--- config.mk ---
export PLATFORM = sky130hd
export DESIGN_NAME = mem_port_sequencer
export DESIGN_NICKNAME = d
export VERILOG_FILES = /design/src/rtl/mem_port_sequencer.sv
export SDC_FILE = /design/constraint.sdc
export NUM_CORES = 1
export LEC_CHECK = 0
export BUFFER_PORTS_ARGS = -buffer_cell sky130_fd_sc_hd__buf_2
export CORE_AREA = 3 3 97 72
export CTS_CLUSTER_DIAMETER = 40
export DETAILED_ROUTE_END_ITERATION = 16
export DIE_AREA = 0 0 100 75
export GPL_ROUTABILITY_DRIVEN = 0
export PLACE_DENSITY = 0.73
export SYNTH_ARGS = -nofsm -noshare
export SYNTH_HDL_FRONTEND = slang
export SYNTH_SLANG_ARGS = --single-unit
export TNS_END_PERCENT = 50
--- constraint.sdc ---
create_clock -name clk -period 1.7 [get_ports clk]
set_input_delay 0.17 -clock clk [delete_from_list [all_inputs] [get_ports clk]]
set_output_delay 0.17 -clock clk [all_outputs]
set_load 0.05 [all_outputs]
--- src/rtl/mem_port_sequencer.sv ---
// ---------------------------------------------------------------------------
// mem_port_sequencer
//
// Shares one byte-wide synchronous memory port between an instruction-fetch
// requester and a data load/store requester. A fetch is two consecutive
// byte reads packed into one instruction word {byte@addr, byte@addr+1}. A
// data access is a single byte read or write. Simultaneous requests are
// settled round-robin on last_grant.
//
// Handshake: a requester raises req with its address (and we/wdata) and
// holds them until its one-cycle ack. Requests are sampled only in IDLE.
// A req still high in its own ack cycle is ignored, so a requester that
// keeps req high for one more cycle starts a fresh transaction.
//
// Ports:
//   clk, reset                 clock (rising edge), synchronous active-high reset
//   fetch_req/addr             fetch request and first-byte address
//   fetch_ack/instr            ack pulse, instruction word valid with ack
//   data_req/we/addr/wdata     data request, 1 = write
//   data_ack/rdata             ack pulse, read byte valid with ack
//   mem_addr/we/wdata          memory address, write strobe, write byte
//   mem_rdata                  memory read data, valid the cycle after mem_addr
//   busy                       high whenever the sequencer is not idle
//   last_grant                 0 = fetch, 1 = data was granted last
//   state_dbg                  raw FSM state for observation
//
// Latency from the IDLE cycle T that samples the request:
//   fetch ack T+4, data read ack T+3, data write ack T+2 (mem_we at T+1).
// ---------------------------------------------------------------------------
module mem_port_sequencer #(
    parameter int DATA_WIDTH        = 8,
    parameter int ADDR_WIDTH        = 12,
    parameter int INSTRUCTION_WIDTH = 2 * DATA_WIDTH
) (
    input  logic                         clk,
    input  logic                         reset,
    input  logic                         fetch_req,
    input  logic [ADDR_WIDTH-1:0]        fetch_addr,
    output logic                         fetch_ack,
    output logic [INSTRUCTION_WIDTH-1:0] fetch_instr,
    input  logic                         data_req,
    input  logic                         data_we,
    input  logic [ADDR_WIDTH-1:0]        data_addr,
    input  logic [DATA_WIDTH-1:0]        data_wdata,
    output logic                         data_ack,
    output logic [DATA_WIDTH-1:0]        data_rdata,
    output logic [ADDR_WIDTH-1:0]        mem_addr,
    output logic                         mem_we,
    output logic [DATA_WIDTH-1:0]        mem_wdata,
    input  logic [DATA_WIDTH-1:0]        mem_rdata,
    output logic                         busy,
    output logic                         last_grant,
    output logic [2:0]                   state_dbg
);

    typedef enum logic [2:0] {
        IDLE = 3'd0,
        F0   = 3'd1,
        F1   = 3'd2,
        F2   = 3'd3,
        D0   = 3'd4,
        D1   = 3'd5
    } state_t;

    state_t                  state;
    state_t                  state_next;
    logic [ADDR_WIDTH-1:0]   lat_addr;
    logic                    lat_we;
    logic [DATA_WIDTH-1:0]   lat_wdata;
    logic [DATA_WIDTH-1:0]   hi_reg;

    logic                    fetch_eff;
    logic                    data_eff;
    logic                    grant_fetch;
    logic                    grant_data;
    logic                    mem_we_raw;

    // A requester's own ack cycle masks its req so a held req is not
    // mistaken for a new transaction.
    assign fetch_eff   = fetch_req & ~fetch_ack;
    assign data_eff    = data_req  & ~data_ack;
    // On a tie, grant whoever was not granted last.
    assign grant_fetch = fetch_eff & (~data_eff | last_grant);
    assign grant_data  = data_eff  & (~fetch_eff | ~last_grant);

    always_comb begin
        state_next = state;
        mem_addr   = '0;
        mem_we_raw = 1'b0;
        mem_wdata  = '0;
        case (state)
            IDLE: begin
                if (grant_fetch)     state_next = F0;
                else if (grant_data) state_next = D0;
            end
            F0: begin
                mem_addr   = lat_addr;
                state_next = F1;
            end
            F1: begin
                // Wraps modulo 2^ADDR_WIDTH by width truncation.
                mem_addr   = lat_addr + ADDR_WIDTH'(1);
                state_next = F2;
            end
            F2: begin
                state_next = IDLE;
            end
            D0: begin
                mem_addr = lat_addr;
                if (lat_we) begin
                    mem_we_raw = 1'b1;
                    mem_wdata  = lat_wdata;
                    state_next = IDLE;
                end else begin
                    state_next = D1;
                end
            end
            D1: begin
                state_next = IDLE;
            end
            default: state_next = IDLE;
        endcase
    end

    // Gated by reset so an aborted write never reaches memory.
    assign mem_we    = mem_we_raw & ~reset;
    assign busy      = (state != IDLE);
    assign state_dbg = state;

    always_ff @(posedge clk) begin
        if (reset) begin
            state       <= IDLE;
            fetch_ack   <= 1'b0;
            data_ack    <= 1'b0;
            fetch_instr <= '0;
            data_rdata  <= '0;
            last_grant  <= 1'b1;
            lat_addr    <= '0;
            lat_we      <= 1'b0;
            lat_wdata   <= '0;
            hi_reg      <= '0;
        end else begin
            state     <= state_next;
            fetch_ack <= 1'b0;
            data_ack  <= 1'b0;
            case (state)
                IDLE: begin
                    if (grant_fetch) begin
                        lat_addr   <= fetch_addr;
                        last_grant <= 1'b0;
                    end else if (grant_data) begin
                        lat_addr   <= data_addr;
                        lat_we     <= data_we;
                        lat_wdata  <= data_wdata;
                        last_grant <= 1'b1;
                    end
                end
                F1: hi_reg <= mem_rdata;
                F2: begin
                    fetch_instr <= {hi_reg, mem_rdata};
                    fetch_ack   <= 1'b1;
                end
                D0: begin
                    if (lat_we) data_ack <= 1'b1;
                end
                D1: begin
                    data_rdata <= mem_rdata;
                    data_ack   <= 1'b1;
                end
                default: ;
            endcase
        end
    end

endmodule
==> results of run 1 <==
[power groups by stage]
stage               registers, µW  logic [µW]  clock network [µW]
global route                 1890        3250                1600
floorplan                    2060        1650                   0
global placement             1820        2530                   0
CTS                          1820        2830                1540
finish                       1860        3040                1510
detailed placement           1840        2570                   0
[layout by cell type, fill, tap and decap left out, types with 6 or more instances in the layout]
| cell | instances |
|---|---|
| a21oi_1 | 27 |
| a311oi_1 | 12 |
| and2_2 | 8 |
| buf_2 | 75 |
| buf_4 | 36 |
| buf_6 | 18 |
| buf_8 | 6 |
| clkbuf_8 | 10 |
| dfxtp_1 | 52 |
| mux2i_1 | 17 |
| nand2_1 | 83 |
| nor2_1 | 35 |
[per-layer routing]
metal	track usage	routed length, µm
met1	0.257	3420
met2	0.335	3780
met3	0.0759	610
met4	0.0987	134
met5	0	0
[per-stage QoR]
step | instances | setup slack (ns) | instance area [µm²]
after detailed placement | 514 | -0.163 | 3520
after CTS | 532 | -0.336 | 3950
after global routing | 541 | -0.370 | 4090
after global placement | 514 | -0.136 | 3520
after floorplan | 333 | -0.179 | 2830
final | 541 | -0.313 | 4090
[worst min path at each step]
stage	end	start	depth (start not counted)
after detailed placement	lat_wdata[3]$_SDFFE_PP0P_	data_wdata[3]	3
after global routing	lat_wdata[3]$_SDFFE_PP0P_	data_wdata[3]	3
final	lat_wdata[0]$_SDFFE_PP0P_	data_wdata[0]	3
after global placement	lat_wdata[6]$_SDFFE_PP0P_	data_wdata[6]	3
after floorplan	hi_reg[0]$_SDFFE_PP0P_	mem_rdata[0]	2
after CTS	lat_wdata[3]$_SDFFE_PP0P_	data_wdata[3]	3
[timing repair]
| item | 4_1_cts | 5_1_grt |
|---|---|---|
| gates resized for setup | 57 | 17 |
| gates cloned | 1 | 2 |
| endpoints found under the hold margin | 0 | 0 |
| endpoints found under the setup margin | 24 | 41 |
| setup buffers | 1 | 7 |
| pin swaps | 3 | 16 |
[layout make-up]
type	instances	area (µm²)	area share
clock inverter	3	67.6	0.0165
tap	78	97.6	0.0239
multi-input combinational	250	1550	0.380
sequential	59	1200	0.293
timing repair buffer	138	1000	0.245
clock buffer	13	170	0.0416
[cells by family (layout without fill, tap and decap cells)]
| group | after synthesis | in the layout | synth area share |
|---|---|---|---|
| xor gates and xnor gates | 4 | 4 | 0.0132 |
| muxes | 17 | 17 | 0.0640 |
| AOI/OAI and AO/OA | 63 | 63 | 0.150 |
| buffers and inverters | 25 | 154 | 0.0443 |
| adders and majority gates | 1 | 1 | 0.00471 |
| and+or+nand+nor | 164 | 165 | 0.279 |
| DFF | 59 | 59 | 0.444 |
[worst min-delay path, cell delays in order]
cell     delay [ns]
buf_2          0.07
mux2i_1        0.05
nor2_1         0.07
==> reports/results.tsv, run 1 <==
stage	metric	value	unit
synth	share of synthesized registers carrying an async set or reset	0	
clock_network	clk slew on worst S/H paths	0.07	ns
timing	Final setup violation count	35	
critical_path	Worst Path Max Fanout	5	
critical_path	Critical Path Start	state_dbg[1]$_SDFFE_PP0P_	
critical_path	R2R cell count	7	
global_routing	grt ovf	0	
pwr	Sw Ratio	0.393	
synth	Unique masters post-synth	40	
pwr	Peak VDD IR	1.23	mV
timing	max-slew violation count	0	
critical_path	crit-path leading delay family	simple AND/OR/NAND/NOR gates	
critical_path	max incr delay on CP	0.51	ns
synth	Mapped Cells	333	
synth	Synth top cells by count	nand2_1, dfxtp_1, nor2_1, a21oi_1	
timing	slew at the pin with the worst max-slew slack	0.543	ns
detailed_routing	Wirelength per Cell	14.7	µm
detailed_routing	Post-DRT Antenna Nets	0	
pwr	pwr/cell area	1570	nW/µm²
placed_design	detailed placement HPWL	5350	µm
job	Max-Cap Viols	0	
placed_design	PortBufs	96	
critical_path	slowest CP cell	or4_4	
pwr	NetSw	2520	µW
pwr	leak pwr	0.00189	µW
cells_and_area	largest registers	fetch_instr x16, lat_addr x12	
clock_network	H-tree levels	3	
synth	syn avg cell area	7.98	µm²
cells_and_area	n_diodes	0	
synth	Seq/Total Area, Yosys	0.444	
clock_network	CTS Buf Count	9	
synth	Post-Syn Nets	379	
detailed_routing	DR vias/cell	5.13	
synth	Synthesis Warnings	0	
critical_path	WP buf/inv	1	
detailed_routing	# DRC	0	
synth	Yosys top cell by area	dfxtp_1	
pwr	Int Power	3890	µW
outcome	failing checks	negative setup slack	
floorplan	cell row count	24	
pwr	Flop pwr share	0.290	
global_routing	largest net degree at the start of global routing	28	
floorplan	Die ar.	7500	µm²
critical_path	Crit. End Element	output port	
floorplan	I/O pin cnt	97	
clock_network	TritonCTS clock tree	yes	
synth	count leader, synth	nand2_1	
critical_path	R2R Path Start	state_dbg[0]$_SDFFE_PP0P_	
timing	Final period util	1.18	
timing	fmax	0.497	GHz
critical_path	critical path, cell by cell	or3b_4 -> or4_4 -> nand3_4 -> buf_8	
cells_and_area	Largest register FFs	16	
global_routing	initial antenna violation count	0	
timing	RSZ-0062 raised after global routing	yes	
clock_network	Hold Buf Count CTS	0	
cells_and_area	share of layout cells above drive strength 1	0.419	
synth	Area contributors post-synth	dfxtp_1, nand2_1, mux2i_1	
global_routing	Tot GR Track Use	0.210	
cells_and_area	fin util	0.671	
timing	final hold vios	0	
clock_network	clk buf depth	2	
timing	Setup TNS	-3.88	ns
timing	Setup Skew	0.00736	ns
detailed_routing	initial detailed-routing violation count	146	
critical_path	worst path required time	1.53	ns
critical_path	CP Depth	4	
cells_and_area	P&R area growth vs syn	54.0	%
floorplan	die height	75	µm
timing	Max-slew headroom	0.629	
timing	fin crit period	2.01	ns
critical_path	critical path class	flop to output port	
timing	worst setup margin	-0.313	ns
pwr	Tot Pwr	6400	µW
clock_network	clock latency on the worst-skew pair	0.34	ns
synth	Seq cells post-synth	59	
pwr	combinational power share	0.474	
pwr	Clock power frac	0.236	
global_routing	first-pass GRT wire length	12300	µm
global_routing	vias in the first global route	2601	
detailed_routing	Via Count	2773	
cells_and_area	# fillers	504	
cells_and_area	Top reg by flops	fetch_instr	
detailed_routing	Total Routed Length	7940	µm
critical_path	reg2reg setup slack	-0.11	ns
synth	number of synthesized flops with an enable pin	0	
synth	synthesized area	2660	µm²
critical_path	crit path DAT	1.84	ns
cells_and_area	Final #Nets	504	
clock_network	clk sink count	59	
detailed_routing	1st-pass router iterations	5	
clock_network	Root Driver	clkbuf_8	
floorplan	Die X	100	µm
outcome	status	complete, but fails checks	
critical_path	CP endpoint	mem_addr[9]	
floorplan	Starting Density	0.436	
synth	most used flip-flop cell after synthesis	dfxtp_1	
critical_path	capture instance of the worst register-to-register path	lat_we$_SDFFE_PP0P_	
synth	share of the synthesized area in the top cell type	0.444	
critical_path	critical path launch point type	flop	
floorplan	core area	6100	µm²
timing	hold slack	0.0509	ns
worst_hold_path	worst min path class	primary input to flop	
Note: power is estimated with default switching activity, not from simulation.
==> run 2, diff against run 1 <==
--- a/config.mk
+++ b/config.mk
@@ -6,12 +6,12 @@
 export NUM_CORES = 1
 export LEC_CHECK = 0
 export BUFFER_PORTS_ARGS = -buffer_cell sky130_fd_sc_hd__buf_2
-export CORE_AREA = 3 3 97 72
+export CORE_AREA = 3 3 86 80
 export CTS_CLUSTER_DIAMETER = 40
 export DETAILED_ROUTE_END_ITERATION = 16
-export DIE_AREA = 0 0 100 75
+export DIE_AREA = 0 0 89 83
 export GPL_ROUTABILITY_DRIVEN = 0
-export PLACE_DENSITY = 0.73
+export PLACE_DENSITY = 0.74
 export SYNTH_ARGS = -nofsm -noshare
 export SYNTH_HDL_FRONTEND = slang
 export SYNTH_SLANG_ARGS = --single-unit
==> run 2 against run 1 <==
  * The flow still finishes with violations (negative setup slack)
  * First-iteration DRC count down 13%
  * Maximum frequency increased by 1.8%
  * Total power barely moved
  * Combinational power grew 3%
  * Die area shrank 1.5%
  * Global-route usage grew 0.33 points
  * Critical path depth is 1 higher
  * Sequential power about the same
  * Via count rose by 0.43%
  * Wire length decreased by 0.68%
  * Worst hold slack better by 0.011 ns
  * Critical path type unchanged
==> reports/results.tsv, run 2 (synthesis results as in run 1) <==
stage	metric	value	unit	change
critical_path	R2R Path Start	state_dbg[2]$_SDFFE_PP0P_		
floorplan	Starting Density	0.439		+0.00352
global_routing	grt ovf	0		unchanged
timing	Final setup violation count	44		+26%
pwr	combinational power share	0.491		+0.017
worst_hold_path	worst min path class	primary input to flop		
critical_path	capture instance of the worst register-to-register path	lat_we$_SDFFE_PP0P_		
timing	Setup TNS	-6.11	ns	-2.23 ns
critical_path	Crit. End Element	output port		
cells_and_area	share of layout cells above drive strength 1	0.447		+0.0278
clock_network	H-tree levels	3		unchanged
critical_path	worst path required time	1.53	ns	about the same
timing	Final period util	1.16		-0.0211
pwr	leak pwr	0.00189	µW	-0.33%
timing	slew at the pin with the worst max-slew slack	0.517	ns	-0.0259 ns
detailed_routing	Via Count	2785		+0.43%
worst_hold_path	hold path cells	3		unchanged
placed_design	PortBufs	96		unchanged
clock_network	clk slew on worst S/H paths	0.07	ns	about the same
placed_design	detailed placement HPWL	5400	µm	+0.99%
pwr	pwr/cell area	1560	nW/µm²	-0.42%
detailed_routing	Total Routed Length	7890	µm	-0.68%
critical_path	Worst Path Max Fanout	7		+2
cells_and_area	largest registers	fetch_instr x16, lat_addr x12		
detailed_routing	Wirelength per Cell	14.8	µm	+0.81%
cells_and_area	post-route insts no fill	533		-1.5%
global_routing	vias in the first global route	2724		+4.7%
critical_path	critical path launch point type	flop		
floorplan	I/O pin cnt	97		unchanged
critical_path	reg2reg setup slack	-0.15	ns	-0.04 ns
worst_hold_path	Hold EP	lat_wdata[5]$_SDFFE_PP0P_		
pwr	Clock power frac	0.218		-0.018
floorplan	Die X	89	µm	-11%
detailed_routing	1st-pass router iterations	4		-1
global_routing	Tot GR Track Use	0.213		+0.00327
critical_path	slowest CP cell	or3b_4		
critical_path	crit path DAT	1.81	ns	-0.03 ns
placed_design	Post-DP Area	3520	µm²	about the same
global_routing	initial antenna violation count	0		unchanged
floorplan	die height	83	µm	+11%
clock_network	TritonCTS clock tree	yes		
critical_path	max incr delay on CP	0.42	ns	-0.09 ns
critical_path	crit-path leading delay family	simple AND/OR/NAND/NOR gates		
cells_and_area	most frequent cells in the layout	nand2_1, buf_2, dfxtp_1		
cells_and_area	Largest register FFs	16		unchanged
worst_hold_path	hold path start	data_wdata[5]		
detailed_routing	Post-DRT Antenna Nets	0		unchanged
global_routing	first-pass GRT wire length	12500	µm	+1.4%
floorplan	Die ar.	7390	µm²	-1.5%
timing	fin crit period	1.98	ns	-0.0359 ns
timing	hold slack	0.0616	ns	+0.0107 ns
floorplan	cell row count	27		+13%
cells_and_area	n_diodes	0		unchanged
pwr	Flop pwr share	0.292		+0.002
cells_and_area	Final #Nets	502		-0.40%
timing	Max-slew headroom	0.655		+0.0266
critical_path	critical path class	flop to output port		
clock_network	Root Driver	clkbuf_8		
cells_and_area	post-route cell area	4110	µm²	+0.43%
pwr	Sw Ratio	0.410		+0.0169
cells_and_area	P&R area growth vs syn	54.6	%	
clock_network	CTS Buf Count	9		unchanged
outcome	status	complete, but fails checks		
job	Max-Cap Viols	0		unchanged
timing	RSZ-0062 raised after global routing	yes		
clock_network	clock latency on the worst-skew pair	0.34	ns	about the same
timing	max-slew violation count	0		unchanged
pwr	Peak VDD IR	0.886	mV	-28%
critical_path	Critical Path Start	state_dbg[2]$_SDFFE_PP0P_		
global_routing	largest net degree at the start of global routing	27		-3.6%
critical_path	WP buf/inv	2		+1
clock_network	Hold Buf Count CTS	0		unchanged
timing	final hold vios	0		unchanged
clock_network	clk sink count	59		unchanged
outcome	failing checks	negative setup slack		
pwr	Int Power	3780	µW	-2.8%
cells_and_area	Top reg by flops	fetch_instr		
placed_design	Post-Place Cells	507		-1.4%
critical_path	critical path, cell by cell	or3b_4 -> buf_6 -> or3_4 -> nand3_4 -> buf_8		
timing	Setup Skew	0.00802	ns	+0.000662 ns
detailed_routing	# DRC	0		unchanged
timing	fmax	0.506	GHz	+1.8%
floorplan	core area	6050	µm²	-0.80%
timing	worst setup margin	-0.277	ns	+0.0359 ns
pwr	NetSw	2630	µW	+4.3%
critical_path	R2R cell count	8		+1
detailed_routing	DR vias/cell	5.23		+1.9%
cells_and_area	commonest non-fill, non-tap cell in the layout	nand2_1		
detailed_routing	initial detailed-routing violation count	127		-13%
clock_network	clk buf depth	2		unchanged
==> run 2: cell types whose count changed in the layout (fill, tap and decap cells not counted), moves of 2 or more <==
cell and delta:
buf_6 +3, o21ai_1 +3, a21oi_2 +2, clkbuf_1 -2, a21oi_1 -2, o21ai_0 -4
buf_4 -4, buf_12 +2, dfxtp_2 +2, nor2_1 -2, dfxtp_1 -2
==> run 2: worst max path at each step <==
stage	end	slack [ns]	depth (start not counted)
2_1_floorplan	mem_addr[7]	-0.18	5
3_3_place_gp	mem_addr[11]	-0.1	4
3_5_place_dp	mem_addr[11]	-0.10	4
4_1_cts	mem_addr[9]	-0.31	4
5_1_grt	mem_addr[10]	-0.32	5
6_report	mem_addr[10]	-0.28	5
==> run 2: per-layer routing <==
layer  share of wire  GRT usage  wire length, µm  vias to the layer above
li1                -          -                -                     1384
met1            0.41      0.264             3240                     1294
met2            0.50      0.348             3950                       96
met3           0.074     0.0665              584                       11
met4           0.014     0.0690              110                        0
met5               0          0                0                        -
==> run 2: worst min-delay path, stage by stage <==
cell	delay [ns]
buf_2	0.08
mux2i_1	0.05
nor2_1	0.07
==> run 2: stage by stage <==
step                utilization  worst slack, ns  power [µW]
floorplan                     -           -0.179        3710
global placement          0.582          -0.0970        4380
detailed placement        0.582           -0.103        4440
CTS                       0.663           -0.313        6170
global route              0.679           -0.317        6690
finish                    0.679           -0.277        6410
==> run 2: cell type report <==
| class | instances | area [µm²] |
|---|---|---|
| Tap cell | 72 | 90.1 |
| Clock buffer | 11 | 163 |
| Timing Repair Buffer | 137 | 1010 |
| Clock inverter | 5 | 57.6 |
| Sequential cell | 59 | 1200 |
| Fill cell | 465 | 1940 |
| Multi-Input combinational cell | 249 | 1590 |
==> run 2: power groups by stage <==
stage                     Combinational, µW  Sequential (µW)  Clock [µW]
after detailed placement               2600             1840           0
final                                  3140             1870        1390
after global placement                 2550             1830           0
after floorplan                        1650             2060           0
after global routing                   3310             1900        1480
after CTS                              2920             1830        1410
==> run 2: what timing repair did <==
| action | in CTS | in global routing |
|---|---|---|
| buffers inserted | 8 | 2 |
| gates resized for setup | 69 | 23 |
| setup endpoints to repair | 21 | 35 |
| gates cloned | 0 | 0 |
| pin swaps | 7 | 5 |
==> run 3, diff against run 2 <==
--- a/config.mk
+++ b/config.mk
@@ -6,12 +6,13 @@
 export NUM_CORES = 1
 export LEC_CHECK = 0
 export BUFFER_PORTS_ARGS = -buffer_cell sky130_fd_sc_hd__buf_2
-export CORE_AREA = 3 3 86 80
+export CAP_MARGIN = 20
+export CORE_AREA = 3 3 82 76
 export CTS_CLUSTER_DIAMETER = 40
 export DETAILED_ROUTE_END_ITERATION = 16
-export DIE_AREA = 0 0 89 83
+export DIE_AREA = 0 0 85 79
 export GPL_ROUTABILITY_DRIVEN = 0
-export PLACE_DENSITY = 0.74
+export PLACE_DENSITY = 0.78
 export SYNTH_ARGS = -nofsm -noshare
 export SYNTH_HDL_FRONTEND = slang
 export SYNTH_SLANG_ARGS = --single-unit
==> constraint.sdc (replaced) <==
create_clock -name clk -period 2.1 [get_ports clk]
set_input_delay 0.21 -clock clk [delete_from_list [all_inputs] [get_ports clk]]
set_output_delay 0.21 -clock clk [all_outputs]
set_load 0.05 [all_outputs]
==> run 3 against run 2 <==
  * Highest routed layer unchanged
  * The run now ends clean
  * Worst hold slack better by 0.048 ns
  * Combinational power fell by 41%
  * Via count is 6.2% lower
  * Total power down 31%
  * Count of clock-buffer cells in the layout rose by 1
  * Sequential power shrank 18%
  * Critical endpoint is now mem_addr[11]
  * First-iteration DRC count up 25%
  * Cell count fell by 6.8%
  * Flip-flop and latch count unchanged
  * Register-to-register slack improved by 0.45 ns
  * Largest power group unchanged
==> reports/results.tsv, run 3 (synthesis results as in run 1) <==
stage	metric	value	unit	change
floorplan	cell row count	25		-7.4%
global_routing	Tot GR Track Use	0.207		-0.00641
critical_path	reg2reg setup slack	0.30	ns	+0.45 ns
timing	final hold vios	0		unchanged
timing	Final setup violation count	0		-100%
cells_and_area	n_diodes	0		unchanged
critical_path	slowest CP cell	or4_1		
pwr	leak pwr	0.00166	µW	-12%
timing	slew at the pin with the worst max-slew slack	0.619	ns	+0.102 ns
detailed_routing	1st-pass router iterations	4		unchanged
critical_path	Worst Path Max Fanout	5		-2
cells_and_area	most frequent cells in the layout	buf_2, nand2_1, dfxtp_1		
outcome	status	completed		
critical_path	critical path class	flop to output port		
critical_path	WP buf/inv	1		-1
detailed_routing	DR vias/cell	5.26		+0.58%
cells_and_area	Largest register FFs	16		unchanged
cells_and_area	P&R area growth vs syn	32.3	%	
critical_path	crit path DAT	1.87	ns	+0.06 ns
clock_network	clock latency on the worst-skew pair	0.33	ns	about the same
cells_and_area	Final #Nets	473		-5.8%
worst_hold_path	worst min path class	primary input to flop		
critical_path	critical path, cell by cell	or3b_4 -> or4_1 -> nand3_2 -> buf_6		
global_routing	met2 GRT Util	0.332		-0.0159
clock_network	clk buf depth	2		unchanged
clock_network	clk slew on worst S/H paths	0.06	ns	about the same
pwr	Tot Pwr	4420	µW	-31%
floorplan	core area	5350	µm²	-12%
cells_and_area	post-route insts no fill	497		-6.8%
clock_network	CTS Buf Count	9		unchanged
cells_and_area	Top reg by flops	fetch_instr		
critical_path	Crit. End Element	output port		
global_routing	largest net degree at the start of global routing	39		+44%
timing	Setup Skew	0.00414	ns	-0.00388 ns
detailed_routing	initial detailed-routing violation count	159		+25%
floorplan	die height	79	µm	-4.8%
global_routing	initial antenna violation count	0		unchanged
worst_hold_path	hold path cells	3		unchanged
job	Max-Cap Viols	0		unchanged
worst_hold_path	Hold EP	lat_wdata[5]$_SDFFE_PP0P_		
detailed_routing	# DRC	0		unchanged
timing	fmax	0.481	GHz	
cells_and_area	share of layout cells above drive strength 1	0.344		-0.103
critical_path	worst path required time	1.89	ns	+0.36 ns
clock_network	Root Driver	clkbuf_8		
clock_network	Hold Buf Count CTS	0		unchanged
global_routing	first-pass GRT wire length	11300	µm	-9.7%
global_routing	grt ovf	0		unchanged
global_routing	gr busiest metal	met2		
timing	RSZ-0062 raised after global routing	yes		
detailed_routing	Wirelength per Cell	13.6	µm	-8.2%
critical_path	crit-path leading delay family	simple AND/OR/NAND/NOR gates		
global_routing	met3 usage	0.0716		+0.00511
critical_path	R2R cell count	5		-3
cells_and_area	largest registers	fetch_instr x16, lat_addr x12		
clock_network	TritonCTS clock tree	yes		
pwr	pwr/cell area	1260	nW/µm²	-19%
pwr	Peak VDD IR	1.04	mV	+17%
critical_path	CP Depth	4		-1
clock_network	clk sink count	59		unchanged
placed_design	detailed placement HPWL	4770	µm	-12%
timing	Max-slew headroom	0.587		-0.0687
critical_path	R2R Path Start	state_dbg[0]$_SDFFE_PP0P_		
global_routing	GRT met1 Usage	0.268		+0.00356
timing	hold slack	0.109	ns	+0.0476 ns
floorplan	I/O pin cnt	97		unchanged
cells_and_area	post-route cell area	3520	µm²	-14%
floorplan	Die ar.	6720	µm²	-9.1%
detailed_routing	Post-DRT Antenna Nets	0		unchanged
timing	max-slew violation count	0		unchanged
detailed_routing	Total Routed Length	6750	µm	-14%
floorplan	Die X	85	µm	-4.5%
critical_path	critical path launch point type	flop		
detailed_routing	Via Count	2612		-6.2%
timing	fin crit period	2.08	ns	
placed_design	PortBufs	96		unchanged
global_routing	vias in the first global route	2445		-10%
placed_design	Post-Place Cells	481		-5.1%
critical_path	max incr delay on CP	0.53	ns	+0.11 ns
placed_design	Post-DP Area	3220	µm²	-8.5%
critical_path	capture instance of the worst register-to-register path	lat_wdata[2]$_SDFFE_PP0P_		
clock_network	H-tree levels	3		unchanged
timing	Final period util	0.990		
floorplan	Starting Density	0.497		+0.0574
cells_and_area	commonest non-fill, non-tap cell in the layout	buf_2		
worst_hold_path	hold path start	data_wdata[5]		
run 3: cell types whose count changed in the layout (fill, tap and decap cells not counted), sizes merged:
| cell | delta |
|---|---|
| inv | -1 |
| clkbuf | +1 |
| buf | -30 |
| clkinv | -1 |
| or3b | +1 |
| clkinvlp | -1 |
run 3: layout make-up:
| cell class | count | area, µm² |
|---|---|---|
| multi-input combinational | 250 | 1440 |
| clock buffer | 12 | 165 |
| clock inverter | 2 | 35.0 |
| timing repair buffer | 107 | 597 |
| fill | 459 | 1830 |
| sequential | 59 | 1190 |
| tap | 67 | 83.8 |
run 3: worst max path at each step:
stage | startpoint | end | slack (ns)
after CTS | lat_addr[3]$_SDFFE_PP0P_ | mem_addr[11] | -0.002
after global placement | lat_addr[0]$_SDFFE_PP0P_ | mem_addr[11] | 0.23
after detailed placement | lat_addr[0]$_SDFFE_PP0P_ | mem_addr[11] | 0.17
after floorplan | state_dbg[2]$_SDFFE_PP0P_ | mem_addr[7] | 0.03
after global routing | state_dbg[2]$_SDFFE_PP0P_ | mem_addr[5] | -0.03
final | state_dbg[2]$_SDFFE_PP0P_ | mem_addr[11] | 0.02
run 3: per-layer routing:
| layer | vias to the layer above | part of all wire | routed length (µm) |
|---|---|---|---|
| li1 | 1322 | - | - |
| met1 | 1208 | 0.45 | 3060 |
| met5 | - | 0 | 0 |
| met2 | 78 | 0.47 | 3170 |
| met4 | 0 | 0.0068 | 46 |
| met3 | 4 | 0.070 | 472 |
run 3: stage by stage:
step / setup TNS, ns / setup slack (ns) / utilization
global placement: 0 / 0.233 / 0.602
detailed placement: 0 / 0.175 / 0.602
finish: 0 / 0.0214 / 0.658
global route: -0.0701 / -0.0302 / 0.658
floorplan: 0 / 0.0341 / -
CTS: -0.00198 / -0.00198 / 0.648
run 3: report_power, final:
part / switching, µW / internal (µW)
Combinational: 1210 / 631
Sequential: 202 / 1330
Clock: 413 / 630
run 3: timing repair:
item / 4_1_cts / 5_1_grt
endpoints found under the setup margin: 7 / 7
pin swaps: 1 / 0
buffers inserted: 1 / 0
gates cloned: 1 / 0
resized for setup: 16 / 16
run 3: tightest hold or removal path, stage by stage:
cell and delay, ns:
buf_2 0.07, mux2i_1 0.05, nor2_1 0.07
